### src/rtl/sd_emmc_pkg.sv
// Shared types and defaults for the SD/eMMC command path.
package sd_emmc_pkg;

  // Default command word: 6-bit index plus 32-bit argument, framed to 40 bits.
  localparam int CMD_W_DEF = 40;
  // Default per-command setting: the expected response type.
  localparam int SET_W_DEF = 2;

  // Command arbiter sequencing: grant, kick the serializer, wait, hand back.
  typedef enum logic [1:0] {
    ST_IDLE    = 2'd0,
    ST_ISSUE   = 2'd1,
    ST_WAIT    = 2'd2,
    ST_RELEASE = 2'd3
  } arb_state_e;

  // Response-type encodings carried in the setting field.
  typedef enum logic [1:0] {
    RSP_NONE = 2'd0,  // no response expected (CMD0, broadcast)
    RSP_R1   = 2'd1,  // 48-bit short response
    RSP_R2   = 2'd2,  // 136-bit long response (CID/CSD)
    RSP_R1B  = 2'd3   // short response followed by busy on DAT0
  } rsp_type_e;

  // Width of a counter that must hold 0..limit; never narrower than one bit.
  function automatic int cnt_width(input int limit);
    int w;
    w = $clog2(limit + 1);
    return (w < 1) ? 1 : w;
  endfunction

endpackage

### src/rtl/sd_emmc_rr_pick.sv
// Rotating priority encoder: the first set request at or above ptr wins,
// wrapping from the top channel back to channel 0. With ptr held at 0 it
// degenerates to a plain lowest-index-wins priority encoder.
module sd_emmc_rr_pick #(
  parameter int NUM_CH = 4,
  parameter int IDX_W  = $clog2(NUM_CH)
) (
  input  logic [NUM_CH-1:0] req,
  input  logic [IDX_W-1:0]  ptr,
  output logic [NUM_CH-1:0] gnt,
  output logic [IDX_W-1:0]  idx,
  output logic              valid
);

  // One extra bit so ptr + offset can exceed NUM_CH-1 before folding back.
  logic [IDX_W:0]   sum;
  logic [IDX_W-1:0] pos;

  // Scan NUM_CH positions starting at ptr; the first hit is latched by valid.
  always_comb begin
    // NOTE: every combinational output gets a default before any branch, so
    // no path leaves a signal unassigned and no latch is inferred.
    gnt   = '0;
    idx   = '0;
    valid = 1'b0;
    sum   = '0;
    pos   = '0;
    for (int i = 0; i < NUM_CH; i++) begin
      sum = {1'b0, ptr} + (IDX_W+1)'(i);
      if (sum >= (IDX_W+1)'(NUM_CH)) begin
        sum = sum - (IDX_W+1)'(NUM_CH);
      end
      pos = sum[IDX_W-1:0];
      if (!valid && req[pos]) begin
        valid = 1'b1;
        idx   = pos;
        gnt   = NUM_CH'(1) << pos;
      end
    end
  end

endmodule

### src/rtl/sd_emmc_cmd_arbiter.sv
// N-channel command arbiter in front of the CMD-line serializer. Grants one
// requester at a time (round-robin or fixed priority), latches its command
// and setting, pulses start_xfr_o, then waits for cmd_done_i or a watchdog
// timeout before returning a done/error pulse to the granted channel.
module sd_emmc_cmd_arbiter
  import sd_emmc_pkg::*;
#(
  parameter int NUM_CH = 4,
  parameter int CMD_W  = CMD_W_DEF,
  parameter int SET_W  = SET_W_DEF,
  parameter int RR_EN  = 1,
  parameter int TO_CYC = 65535
) (
  input  logic                    sd_clk,
  input  logic                    rst,
  input  logic [NUM_CH-1:0]       req_i,
  input  logic [NUM_CH*CMD_W-1:0] cmd_i,
  input  logic [NUM_CH*SET_W-1:0] setting_i,
  input  logic                    cmd_done_i,
  output logic [NUM_CH-1:0]       gnt_o,
  output logic [NUM_CH-1:0]       done_o,
  output logic [NUM_CH-1:0]       err_o,
  output logic [CMD_W-1:0]        cmd_o,
  output logic [SET_W-1:0]        setting_o,
  output logic                    start_xfr_o,
  output logic                    busy_o
);

  localparam int IDX_W = $clog2(NUM_CH);
  localparam int CNT_W = cnt_width(TO_CYC);
  // Counter value seen in the last WAIT cycle before the watchdog fires.
  localparam logic [CNT_W-1:0] TO_LAST = (TO_CYC > 0) ? CNT_W'(TO_CYC - 1) : '0;

  arb_state_e        state;
  arb_state_e        next_state;

  logic [NUM_CH-1:0] gnt_q;      // one-hot owner of the current command
  logic [IDX_W-1:0]  win_idx;    // same owner as an index, for the pointer
  logic [IDX_W-1:0]  rr_ptr;     // channel scanned first at the next grant

  logic [IDX_W-1:0]  pick_ptr;
  logic [NUM_CH-1:0] pick_gnt;
  logic [IDX_W-1:0]  pick_idx;
  logic              pick_valid;
  logic [CMD_W-1:0]  pick_cmd;
  logic [SET_W-1:0]  pick_set;

  logic [CNT_W-1:0]  wd_cnt;
  logic              to_hit;
  logic              timed_out;

  // Fixed-priority mode simply never rotates the scan start.
  assign pick_ptr = (RR_EN != 0) ? rr_ptr : '0;

  sd_emmc_rr_pick #(
    .NUM_CH (NUM_CH),
    .IDX_W  (IDX_W)
  ) u_pick (
    .req    (req_i),
    .ptr    (pick_ptr),
    .gnt    (pick_gnt),
    .idx    (pick_idx),
    .valid  (pick_valid)
  );

  // Watchdog expiry; a disabled watchdog can never fire.
  assign to_hit = (TO_CYC != 0) && (wd_cnt == TO_LAST);

  // Steer the winner's command and setting out of the packed buses.
  always_comb begin
    pick_cmd = '0;
    pick_set = '0;
    for (int k = 0; k < NUM_CH; k++) begin
      pick_cmd = pick_cmd | ({CMD_W{pick_gnt[k]}} & cmd_i[k*CMD_W +: CMD_W]);
      pick_set = pick_set | ({SET_W{pick_gnt[k]}} & setting_i[k*SET_W +: SET_W]);
    end
  end

  // State register; reset aborts whatever command is in flight.
  always_ff @(posedge sd_clk) begin
    // NOTE: clocked state is written with non-blocking assignments so every
    // register samples pre-edge values regardless of statement order.
    if (rst) begin
      state <= ST_IDLE;
    end else begin
      state <= next_state;
    end
  end

  // Next-state and output decode; outputs depend only on registered state.
  always_comb begin
    next_state  = state;
    start_xfr_o = 1'b0;
    busy_o      = 1'b1;
    gnt_o       = '0;
    done_o      = '0;
    err_o       = '0;
    case (state)
      ST_IDLE: begin
        busy_o = 1'b0;
        if (pick_valid) begin
          next_state = ST_ISSUE;
        end
      end
      ST_ISSUE: begin
        // cmd_done_i is deliberately ignored here: the serializer has not
        // been started yet, so any pulse belongs to nobody.
        start_xfr_o = 1'b1;
        gnt_o       = gnt_q;
        next_state  = ST_WAIT;
      end
      ST_WAIT: begin
        gnt_o = gnt_q;
        if (cmd_done_i || to_hit) begin
          next_state = ST_RELEASE;
        end
      end
      ST_RELEASE: begin
        done_o     = gnt_q;
        err_o      = timed_out ? gnt_q : '0;
        next_state = ST_IDLE;
      end
      default: begin
        busy_o     = 1'b0;
        next_state = ST_IDLE;
      end
    endcase
  end

  // Capture the winner and its command at the grant edge; held until the
  // next grant so the serializer can keep reading them.
  always_ff @(posedge sd_clk) begin
    if (rst) begin
      gnt_q     <= '0;
      win_idx   <= '0;
      cmd_o     <= '0;
      setting_o <= '0;
    end else if (state == ST_IDLE && pick_valid) begin
      gnt_q     <= pick_gnt;
      win_idx   <= pick_idx;
      cmd_o     <= pick_cmd;
      setting_o <= pick_set;
    end
  end

  // Advance the round-robin pointer past the channel just serviced.
  always_ff @(posedge sd_clk) begin
    if (rst) begin
      rr_ptr <= '0;
    end else if (state == ST_RELEASE) begin
      rr_ptr <= (win_idx == IDX_W'(NUM_CH - 1)) ? '0 : win_idx + IDX_W'(1);
    end
  end

  // Watchdog: cleared while issuing, counts WAIT cycles, and remembers
  // whether WAIT ended by expiry; a same-cycle done overrides the expiry.
  always_ff @(posedge sd_clk) begin
    if (rst) begin
      wd_cnt    <= '0;
      timed_out <= 1'b0;
    end else begin
      case (state)
        ST_ISSUE: begin
          wd_cnt    <= '0;
          timed_out <= 1'b0;
        end
        ST_WAIT: begin
          wd_cnt    <= wd_cnt + CNT_W'(1);
          timed_out <= !cmd_done_i && to_hit;
        end
        default: begin
          wd_cnt    <= wd_cnt;
          timed_out <= timed_out;
        end
      endcase
    end
  end

endmodule

### config.mk
export PLATFORM = sky130hd
export DESIGN_NAME = sd_emmc_cmd_arbiter
export DESIGN_NICKNAME = d
export VERILOG_FILES = /design/src/rtl/sd_emmc_pkg.sv /design/src/rtl/sd_emmc_rr_pick.sv /design/src/rtl/sd_emmc_cmd_arbiter.sv
export SDC_FILE = /design/constraint.sdc
export NUM_CORES = 1
export LEC_CHECK = 0
export BUFFER_PORTS_ARGS = -buffer_cell sky130_fd_sc_hd__buf_2
export CORE_ASPECT_RATIO = 0.7
export CORE_UTILIZATION = 49
export CTS_BUF_LIST = sky130_fd_sc_hd__clkbuf_4 sky130_fd_sc_hd__clkbuf_8
export DETAILED_ROUTE_END_ITERATION = 8
export PLACE_DENSITY = 0.88
export SKIP_LAST_GASP = 1
export SYNTH_ARGS = -nofsm -noshare
export SYNTH_HDL_FRONTEND = slang
export SYNTH_HIERARCHICAL = 1
export SYNTH_SLANG_ARGS = --single-unit
### constraint.sdc
create_clock -name sd_clk -period 4.1 [get_ports sd_clk]
set_input_delay 0.41 -clock sd_clk [delete_from_list [all_inputs] [get_ports sd_clk]]
set_output_delay 0.41 -clock sd_clk [all_outputs]
set_load 0.005 [all_outputs]
==> results of run 1 <==
[worst reg2reg max path: stages (launching register included)]
cell	delay (ns)
dfxtp_1	0.61
inv_1	0.21
ha_1	0.64
mux2_4	0.30
a2111oi_2	0.10
o2bb2ai_4	0.93
a22oi_1	0.28
a31oi_1	0.23
[flip-flops by register name (all words and copies together) (netlist names)]
name and flops:
gnt_q 4, state 2, timed_out 1, cmd_o 40, pick_ptr 2, setting_o 2
win_idx 2, wd_cnt 16
[layer usage]
layer  vias up  routed length [um]  global-route usage [%]
met3        17                 912                   7.656
met2       209                6234                   51.06
met5         -                   0                       0
li1       2266                   -                       -
met4         0                 140                   6.667
met1      2162                5662                   37.59
[cell type report]
type,count,area (um2),area share [%]
clock buffer,11,145.1,2.681
clock inverter,4,25.02,0.4622
inverter,12,45.04,0.8320
multi-input combinational,364,2502,46.22
sequential,69,1381,25.51
tap,101,126.4,2.334
timing repair buffer,235,1189,21.96
[how the worst min path moves through the flow]
stage	from	slack, ns	cells past startpoint	endpoint
2_1_floorplan	win_idx[1]	0.44	2	win_idx[1]
3_3_place_gp	win_idx[1]	0.45	2	win_idx[1]
3_5_place_dp	win_idx[1]	0.46	2	win_idx[1]
4_1_cts	cmd_i[158]	0.36	3	cmd_o[38]
5_1_grt	cmd_i[158]	0.35	3	cmd_o[38]
6_report	cmd_i[158]	0.37	3	cmd_o[38]
[cell usage in the layout, fill, tap and decap left out, drive strengths merged, types with 11 or more instances in the layout]
cell type | Yosys | layout
a31oi | 42 | 42
inv | 11 | 11
dfxtp | 69 | 69
a22oi | 84 | 84
clkbuf | 39 | 11
nand2 | 33 | 33
nor2 | 29 | 29
o21ai | 49 | 49
ha | 12 | 12
a21oi | 17 | 17
buf | 7 | 235
[cells by family after synthesis]
family	after synthesis	synth area share, %
compound gates	214	35.37
xor+xnor	11	2.385
fa+ha+maj	12	3.716
buf+inv	58	5.760
flops	69	34.19
mux	9	3.097
simple gates	118	15.48
[through the flow]
step	hold slack [ns]	std cells	setup slack, ns	util [%]
2_1_floorplan	0.4400	491	1.425	-
3_5_place_dp	0.4558	781	0.7699	66.05
3_3_place_gp	0.4522	781	0.9741	66.05
5_1_grt	0.3507	796	0.4325	68.20
4_1_cts	0.3581	796	0.7606	68.20
6_report	0.3704	796	0.7148	68.20
[where the power goes]
part	internal (mW)	total [mW]	switching [mW]	leakage (nW)
sequential	0.883	0.994	0.110	0.569
combinational	0.536	1.35	0.815	1.75
clock	0.238	0.500	0.262	0.0846
==> summary.md, run 1 <==
| Metric | Value |
|---|---|
| Status | finished, final reports clean |
| P per Cell Area | 525.6 nW/um2 |
| Overall power | 2.845 mW |
| Crit-path max cell delay | 0.93 ns |
| Tot GR Track Use | 29.76% |
| Die Footprint | 8618 um2 |
| Final hold vios | 0 |
| Die H | 77.97 um |
| Synth area leader | dfxtp_1 |
| Worst VDD drop | 0.0003079 V |
| Startpoint types | flop |
| Post-CTS Setup Inserts | 0 |
| Post-synth cell types | between 50 and 60 |
| CP top delay family | compound AO/OA/AOI/OAI gates |
| Max_cap viols | 0 |
| WP buf/inv | 1 |
| Clock skew | 0.01081 ns |
| RD Place Congestion | 0.8246 |
| Core area | 7939 um2 |
| Final Cell Area | around 5400 um2 |
| Syn Nets | 678 |
| Antenna-violating nets left | 0 |
| Detailed placement HPWL | roughly 9 mm |
| Share of cells above drive strength 1 | 38.85% |
| FF-to-FF setup slack | between 0.7 and 0.8 ns |
| Required time of the critical path | about 4.4 ns |
| R2r startpoint | pick_ptr[1] |
| Mapped cell area | 4040 um2 |
| Synth top area share | roughly a third |
| Worst Path Arrival | 3.65 ns |
| Syn Area/Cell | just over 8 um2 |
| I/O Buffers | 230 |
| Reg clk slew, reported paths | approximately 0.080 ns |
| TNS Setup | 0 ns |
| Critical setup path kind | flop to flop |
| Register area share after synthesis | roughly 34% |
| Worst-path cell chain | inv_1 -> ha_1 -> mux2_4 -> a2111oi_2 -> o2bb2ai_4 -> a22oi_1 -> a31oi_1 |
| TritonCTS clock tree | built |
| Slew headroom | 23.55% |
| Number of synthesized flops with an enable pin | 0 |
| Unrepaired setup endpoints after global routing | false |
| Fin crit period | 3.385 ns |
| Synthesized netlist cell count | 491 |
| Area post-placement | ~5200 um2 |
| Fmax | ~0.30 GHz |
| Post-synth top cells | a22oi_1, dfxtp_1, o21ai_0 |
| Synth Flop Type | dfxtp_1 |
| Cts bufs inserted | 9 |
| DR iter-0 viols | 360 |
| Area growth from synthesis to layout | 34.00% |
| Filler instances | 646 |
| Die W | 110.5 um |
| Post-DR vias/cell | 5.847 |
| Synth top area cells | dfxtp_1, a22oi_1, a31oi_1, o21ai_0, ha_1 |
| Reg-to-Reg End | cmd_o[1] |
| Max H-tree Level | 3 |
| Worst min-delay path class | input pin to flop |
| Setup violators final | 0 |
| Worst-Margin Slew | about 1.1 ns |
| Root Buffer | clkbuf_8 |
| Largest net degree at the start of global routing | between 50 and 60 |
| CP max-delay cell | o2bb2ai_4 |
| WL final | 12.95 mm |
| Reg2Reg Depth | 7 |
| # IOs | 231 |
| Post-CTS Resized | 0 |
| Diodes inserted | 0 |
| Initial antenna violation count | 0 |
| Congestion Overflow GR | 0 |
| Clk_lat worst skew | 0.34 ns |
| Fin. max-slew vios | 0 |
| Worst Setup End Kind | flop |
| Final #Nets | ~900 |
| First-pass GRT wire length | ~21 mm |
| Vias in the first global route | 4,448 |
| DRT Pass-1 Iters | 5 |
| Worst-path maximum fanout | 43 |
| Drt wl/cell | 16.27 um |
| Yosys warns | 6 |
| Initial core utilization | 50.89% |
| Final period utilization | 82.57% |
| Vias | 4,654 |
| Clock sink count | 69 |
| CTS Hold Bufs | 0 |
| Ys async rst share | 0% |
| Worst Setup SP | pick_ptr[1] |
| Levels on crit path | 7 |
| P_leak | 2.401 nW |
| DR DRC count | 0 |
| Worst setup endpoint | cmd_o[1] |
| Most frequent cell after synthesis | a22oi_1 |
| Rows | 27 |
| Maximum clock path buffer count | 2 |
| Synth Register Bits | about 70 |
(Power assumes the default switching activity.)
==> run 2, diff against run 1 <==
--- a/config.mk
+++ b/config.mk
@@ -7,10 +7,10 @@
 export LEC_CHECK = 0
 export BUFFER_PORTS_ARGS = -buffer_cell sky130_fd_sc_hd__buf_2
 export CORE_ASPECT_RATIO = 0.7
-export CORE_UTILIZATION = 49
+export CORE_UTILIZATION = 46
 export CTS_BUF_LIST = sky130_fd_sc_hd__clkbuf_4 sky130_fd_sc_hd__clkbuf_8
 export DETAILED_ROUTE_END_ITERATION = 8
-export PLACE_DENSITY = 0.88
+export PLACE_DENSITY = 0.83
 export SKIP_LAST_GASP = 1
 export SYNTH_ARGS = -nofsm -noshare
 export SYNTH_HDL_FRONTEND = slang
==> constraint.sdc (replaced) <==
create_clock -name sd_clk -period 3.5 [get_ports sd_clk]
set_input_delay 0.35 -clock sd_clk [delete_from_list [all_inputs] [get_ports sd_clk]]
set_output_delay 0.35 -clock sd_clk [all_outputs]
set_load 0.005 [all_outputs]
==> summary.md, run 2 (same netlist as run 1, synthesis figures left out) <==
| Metric | Value |
|---|---|
| Status | finished, final reports clean (unchanged) |
| Drt wl/cell | 16.21 um (was 16.27 um) |
| Maximum clock path buffer count | 2 (unchanged) |
| Most frequent cells in the layout | buf_2, a22oi_1, dfxtp_1 (unchanged) |
| Unrepaired setup endpoints after global routing | false (unchanged) |
| Congestion Overflow GR | 0 (unchanged) |
| Max H-tree Level | 3 (unchanged) |
| WL final | 13.20 mm (was 12.95 mm) |
| Detailed placement HPWL | 9.442 mm (was 9.265 mm) |
| Antenna-violating nets left | 0 (unchanged) |
| Share of cells above drive strength 1 | 39.05% (was 38.85%) |
| Largest Register | cmd_o (unchanged) |
| Register Area | 1381 um2 (unchanged) |
| DRT Pass-1 Iters | 6 (was 5) |
| Area growth from synthesis to layout | 35.71% (was 34.00%) |
| Post-Place Worst Slack | 0.03285 ns (was 0.7699 ns) |
| First-pass GRT wire length | 20.04 mm (was 20.98 mm) |
| Worst VDD drop | 0.0003802 V (was 0.0003079 V) |
| RD Place Congestion | 0.8797 (was 0.8246) |
| Diodes inserted | 0 (unchanged) |
| Initial antenna violation count | 0 (unchanged) |
| Core area | 8478 um2 (was 7939 um2) |
| Die Footprint | 9168 um2 (was 8618 um2) |
| Startpoint types | flop (unchanged) |
| Final #Nets | 877 (was 878) |
| Setup violators final | 0 (unchanged) |
| Clk_lat worst skew | 0.35 ns (was 0.34 ns) |
| Tot GR Track Use | 27.81% (was 29.76%) |
| Switching Share | 40.21% (was 41.76%) |
| Max FFs per register | 40 (unchanged) |
| I/O Buffers | 230 (unchanged) |
| Die W | 114.0 um (was 110.5 um) |
| Worst min-delay path class | input pin to flop (unchanged) |
| Reg clk slew, reported paths | 0.07 ns (was 0.08 ns) |
| Hold_sp | cmd_i[158] (unchanged) |
| Post-DR vias/cell | 5.771 (was 5.847) |
| Filler instances | 744 (was 646) |
| Reg2Reg Depth | 7 (unchanged) |
| Rows | 28 (was 27) |
| Root Buffer | clkbuf_8 (unchanged) |
| DR DRC count | 0 (unchanged) |
| Initial core utilization | 47.65% (was 50.89%) |
| DR iter-0 viols | 455 (was 360) |
| Hold Path Cell Cnt | 3 (unchanged) |
| Sequential share of power | 33.8% (was 34.9%) |
| Worst Path Arrival | 3.55 ns (was 3.65 ns) |
| TritonCTS clock tree | built (unchanged) |
| Post-CTS Setup Inserts | 0 (unchanged) |
| Combinational share of power | 46.4% (was 47.5%) |
| Required time of the critical path | 3.68 ns (was 4.36 ns) |
| Hold endpoint | cmd_o[38] (unchanged) |
| Die H | 80.41 um (was 77.97 um) |
| P per Cell Area | 631.2 nW/um2 (was 525.6 nW/um2) |
| Critical setup path kind | flop to flop (unchanged) |
| Clock skew | 0.006395 ns (was 0.01081 ns) |
| TNS Setup | 0 ns (unchanged) |
| Psw | 1.392 mW (was 1.188 mW) |
| Cts bufs inserted | 9 (unchanged) |
| Final hold vios | 0 (unchanged) |
| Fmax | 0.2968 GHz (was 0.2954 GHz) |
| Worst Setup End Kind | flop (unchanged) |
| Worst-Margin Slew | 1.142 ns (was 1.145 ns) |
| Vias in the first global route | 4,150 (was 4,448) |
| Fin crit period | 3.369 ns (was 3.385 ns) |
| Worst-path maximum fanout | 43 (unchanged) |
| Clock power frac | 19.8% (was 17.6%) |
| Final period utilization | 96.26% (was 82.57%) |
| Top flop regs | cmd_o: 40 flops, wd_cnt: 16 flops, gnt_q: 4 flops (unchanged) |
| Largest net degree at the start of global routing | 48 (was 57) |
| Multi-input logic area | 2509 um2 (was 2502 um2) |
| Slew headroom | 23.78% (was 23.55%) |
| Max_cap viols | 0 (unchanged) |
| # IOs | 231 (unchanged) |
| Final worst slack | 0.1308 ns (was 0.7148 ns) |
| P_int | 2.069 mW (was 1.657 mW) |
| Fin. max-slew vios | 0 (unchanged) |
| Clock sink count | 69 (unchanged) |
| CTS Hold Bufs | 0 (unchanged) |
| FF-to-FF setup slack | 0.13 ns (was 0.71 ns) |
| Most common cell after layout, fill and taps aside | buf_2 (unchanged) |
| Vias | 4,698 (was 4,654) |
| R2r startpoint | pick_ptr[1] (unchanged) |
| Reg-to-Reg End | cmd_o[23] (was cmd_o[1]) |
| P_leak | 2.423 nW (was 2.401 nW) |
[run 2: cell count changes in the layout (fill, tap and decap cells not counted), sizes merged]
cell      delta
bufinv       +1
buf          -1
clkinv       -2
clkbuf       +3
clkinvlp     -2
[run 2: worst max-delay path by stage]
stage	startpoint	endpoint	slack [ns]	cells after the start
6_report	pick_ptr[1]	cmd_o[23]	0.13	7
5_1_grt	pick_ptr[1]	cmd_o[23]	0.001	7
4_1_cts	pick_ptr[1]	cmd_o[23]	0.09	7
3_5_place_dp	pick_ptr[1]	cmd_o[23]	0.03	8
3_3_place_gp	pick_ptr[1]	cmd_o[23]	0.22	8
2_1_floorplan	pick_ptr[0]	cmd_o[10]	0.82	13
[run 2: worst max-delay path: stages (launching register included)]
cell       delay (ns)
dfxtp_1          0.62
inv_1            0.21
ha_2             0.56
mux2_4           0.38
a2111oi_2        0.45
o2bb2ai_4        0.42
a22oi_1          0.40
a31oi_1          0.15
[run 2: area by class of cell]
cell class,count,share of cell area [%]
inverter,12,0.8215
clock inverter,1,0.5477
clock buffer,14,3.172
sequential,69,25.19
tap,120,2.738
multi-input combinational,364,45.76
timing repair buffer,234,21.77
[run 2: what timing repair did]
| item | CTS | global route |
|---|---|---|
| setup endpoints to repair | 1 | 23 |
| endpoints found under the hold margin | 0 | 0 |
| resized for setup | 1 | 1 |
[run 2: per-layer routing]
layer,track usage (%),vias to the layer above,share of wire [%]
met3,6.264,29,7.7
met5,0,-,0
met1,35.12,2159,42
met4,8.052,0,1.6
met2,47.45,242,48
li1,-,2268,-
[run 2: stage by stage]
stage / hold slack (ns) / cell area (um2) / power [mW] / utilization [%] / cells
final: 0.2853 / 5483 / 3.461 / 64.67 / 814
after global routing: 0.2903 / 5483 / 3.686 / 64.67 / 814
after CTS: 0.2644 / 5480 / 3.454 / 64.64 / 814
after detailed placement: 0.4671 / 5273 / 2.767 / 62.19 / 799
after global placement: 0.4489 / 5273 / 2.708 / 62.19 / 799
after floorplan: 0.4191 / 4040 / 2.151 / - / 491
[run 2: power groups by stage]
stage / combinational (mW) / sequential [mW] / clock (mW)
after floorplan: 0.965 / 1.19 / 0
after global placement: 1.54 / 1.17 / 0
after detailed placement: 1.59 / 1.18 / 0
after CTS: 1.59 / 1.17 / 0.694
after global routing: 1.76 / 1.20 / 0.725
final: 1.60 / 1.17 / 0.685
==> run 3, diff against run 2 <==
--- a/config.mk
+++ b/config.mk
@@ -11,6 +11,7 @@
 export CTS_BUF_LIST = sky130_fd_sc_hd__clkbuf_4 sky130_fd_sc_hd__clkbuf_8
 export DETAILED_ROUTE_END_ITERATION = 8
 export PLACE_DENSITY = 0.83
+export SETUP_SLACK_MARGIN = 0.2
 export SKIP_LAST_GASP = 1
 export SYNTH_ARGS = -nofsm -noshare
 export SYNTH_HDL_FRONTEND = slang
==> summary.md, run 3 (same netlist as run 1, synthesis figures left out) <==
| Metric | Value |
|---|---|
| Core area | 8478 um2 (unchanged) |
| Setup violators final | 0 (unchanged) |
| Congestion Overflow GR | 0 (unchanged) |
| Multi-input logic area | 2676 um2 (was 2509 um2) |
| Worst VDD drop | 0.0003961 V (was 0.0003802 V) |
| Filler instances | 715 (was 744) |
| # IOs | 231 (unchanged) |
| Startpoint types | flop (unchanged) |
| DR iter-0 viols | 479 (was 455) |
| Share of cells above drive strength 1 | 39.97% (was 39.05%) |
| First-pass GRT wire length | 20.27 mm (was 20.04 mm) |
| Fin. max-slew vios | 0 (unchanged) |
| Largest net degree at the start of global routing | 48 (unchanged) |
| Area growth from synthesis to layout | 40.82% (was 35.71%) |
| RD Place Congestion | 0.8797 (unchanged) |
| Clock skew | 0.005168 ns (was 0.006395 ns) |
| Antenna-violating nets left | 0 (unchanged) |
| Reg clk slew, reported paths | 0.07 ns (about the same) |
| Max_cap viols | 0 (unchanged) |
| Most common cell after layout, fill and taps aside | buf_2 (unchanged) |
| TNS Setup | 0 ns (unchanged) |
| Unrepaired setup endpoints after global routing | false (unchanged) |
| Fin crit period | 3.007 ns (was 3.369 ns) |
| Maximum clock path buffer count | 2 (unchanged) |
| Status | finished, final reports clean (unchanged) |
| Clock sink count | 69 (unchanged) |
| Critical setup path kind | flop to flop (unchanged) |
| Fmax | 0.3325 GHz (was 0.2968 GHz) |
| TritonCTS clock tree | built (unchanged) |
| Max FFs per register | 40 (unchanged) |
| Cts bufs inserted | 9 (unchanged) |
| P_leak | 2.487 nW (was 2.423 nW) |
| Worst Setup End Kind | flop (unchanged) |
| Final #Nets | 886 (was 877) |
| Initial antenna violation count | 0 (unchanged) |
| Rows | 28 (unchanged) |
| Required time of the critical path | 3.68 ns (about the same) |
| Overall power | 3.560 mW (was 3.461 mW) |
| Detailed placement HPWL | 9.442 mm (unchanged) |
| Most frequent cells in the layout | buf_2, a22oi_1, dfxtp_1 (unchanged) |
| Drt wl/cell | 17.29 um (was 16.21 um) |
| Worst-path maximum fanout | 22 (was 43) |
| Slew headroom | 36.00% (was 23.78%) |
| Die Footprint | 9168 um2 (unchanged) |
| Final Cell Area | 5689 um2 (was 5483 um2) |
| Max H-tree Level | 3 (unchanged) |
| Register Area | 1383 um2 (was 1381 um2) |
| Post-layout util | 67.10% (was 64.67%) |
| CTS Hold Bufs | 0 (unchanged) |
| WL final | 14.23 mm (was 13.20 mm) |
| Clk_lat worst skew | 0.35 ns (about the same) |
| Post-DR vias/cell | 5.853 (was 5.771) |
| Worst Path Arrival | 3.19 ns (was 3.55 ns) |
| Root Buffer | clkbuf_8 (unchanged) |
| Largest Register | cmd_o (unchanged) |
| Final hold vios | 0 (unchanged) |
| Vias | 4,817 (was 4,698) |
| Hold slack | 0.2840 ns (was 0.2853 ns) |
| Die H | 80.41 um (unchanged) |
| Vias in the first global route | 4,173 (was 4,150) |
| DRT Pass-1 Iters | 5 (was 6) |
| Reg2Reg Depth | 7 (unchanged) |
| Worst min-delay path class | input pin to flop (unchanged) |
| Tot GR Track Use | 28.07% (was 27.81%) |
| Die W | 114.0 um (unchanged) |
| Initial core utilization | 47.65% (unchanged) |
| DR DRC count | 0 (unchanged) |
| Diodes inserted | 0 (unchanged) |
| Top flop regs | cmd_o: 40 flops, wd_cnt: 16 flops, gnt_q: 4 flops (unchanged) |
| Area post-placement | 5273 um2 (unchanged) |
| P per Cell Area | 625.8 nW/um2 (was 631.2 nW/um2) |
| Worst-Margin Slew | 0.9333 ns (was 1.142 ns) |
| I/O Buffers | 230 (unchanged) |
| Hold Path Cell Cnt | 3 (unchanged) |
| Final period utilization | 85.92% (was 96.26%) |
[run 3: routing by layer]
| metal | vias up | routed length (um) | GRT usage, % |
|---|---|---|---|
| li1 | 2296 | - | - |
| met1 | 2248 | 6057 | 35.54 |
| met2 | 243 | 6812 | 47.82 |
| met3 | 30 | 1051 | 6.189 |
| met4 | 0 | 308 | 8.312 |
| met5 | - | 0 | 0 |
[run 3: stage by stage]
step | setup WS (ns) | std cells
3_5_place_dp | 0.03285 | 799
5_1_grt | 0.3612 | 823
2_1_floorplan | 0.8246 | 491
4_1_cts | 0.2042 | 815
6_report | 0.4927 | 823
3_3_place_gp | 0.2245 | 799
[run 3: path summary, 6_finish.rpt]
kind                                    to  slack, ns        start
worst max-delay path             cmd_o[23]       0.49  pick_ptr[1]
worst min-delay path             cmd_o[38]       0.28   cmd_i[158]
worst max register to register   cmd_o[23]       0.49  pick_ptr[1]
worst min register to register  win_idx[1]       0.48   win_idx[1]
[run 3: final cells by class]
type | count | share of cell area, %
multi-input combinational | 368 | 47.04
sequential | 69 | 24.30
timing repair buffer | 239 | 21.64
clock buffer | 14 | 3.057
tap | 120 | 2.639
inverter | 12 | 0.7917
clock inverter | 1 | 0.5278
[run 3: power breakdown]
part           internal [mW]  switching [mW]
combinational          0.672            1.03
sequential              1.04           0.136
clock                  0.389           0.296
[run 3: worst max-delay path, stage by stage, from the launching register on]
cell and delay, ns:
dfxtp_2 0.48, inv_1 0.16, ha_2 0.54, mux2_4 0.40, a2111oi_4 0.48, o2bb2ai_4 0.29
a22oi_1 0.33, a31oi_1 0.14
[run 3: timing repair]
action / 4_1_cts / 5_1_grt
buffers inserted: 0 / 5
cloned: 1 / 3
pin swaps: 1 / 4
resized for setup: 2 / 10
endpoints found under the setup margin: 42 / 42
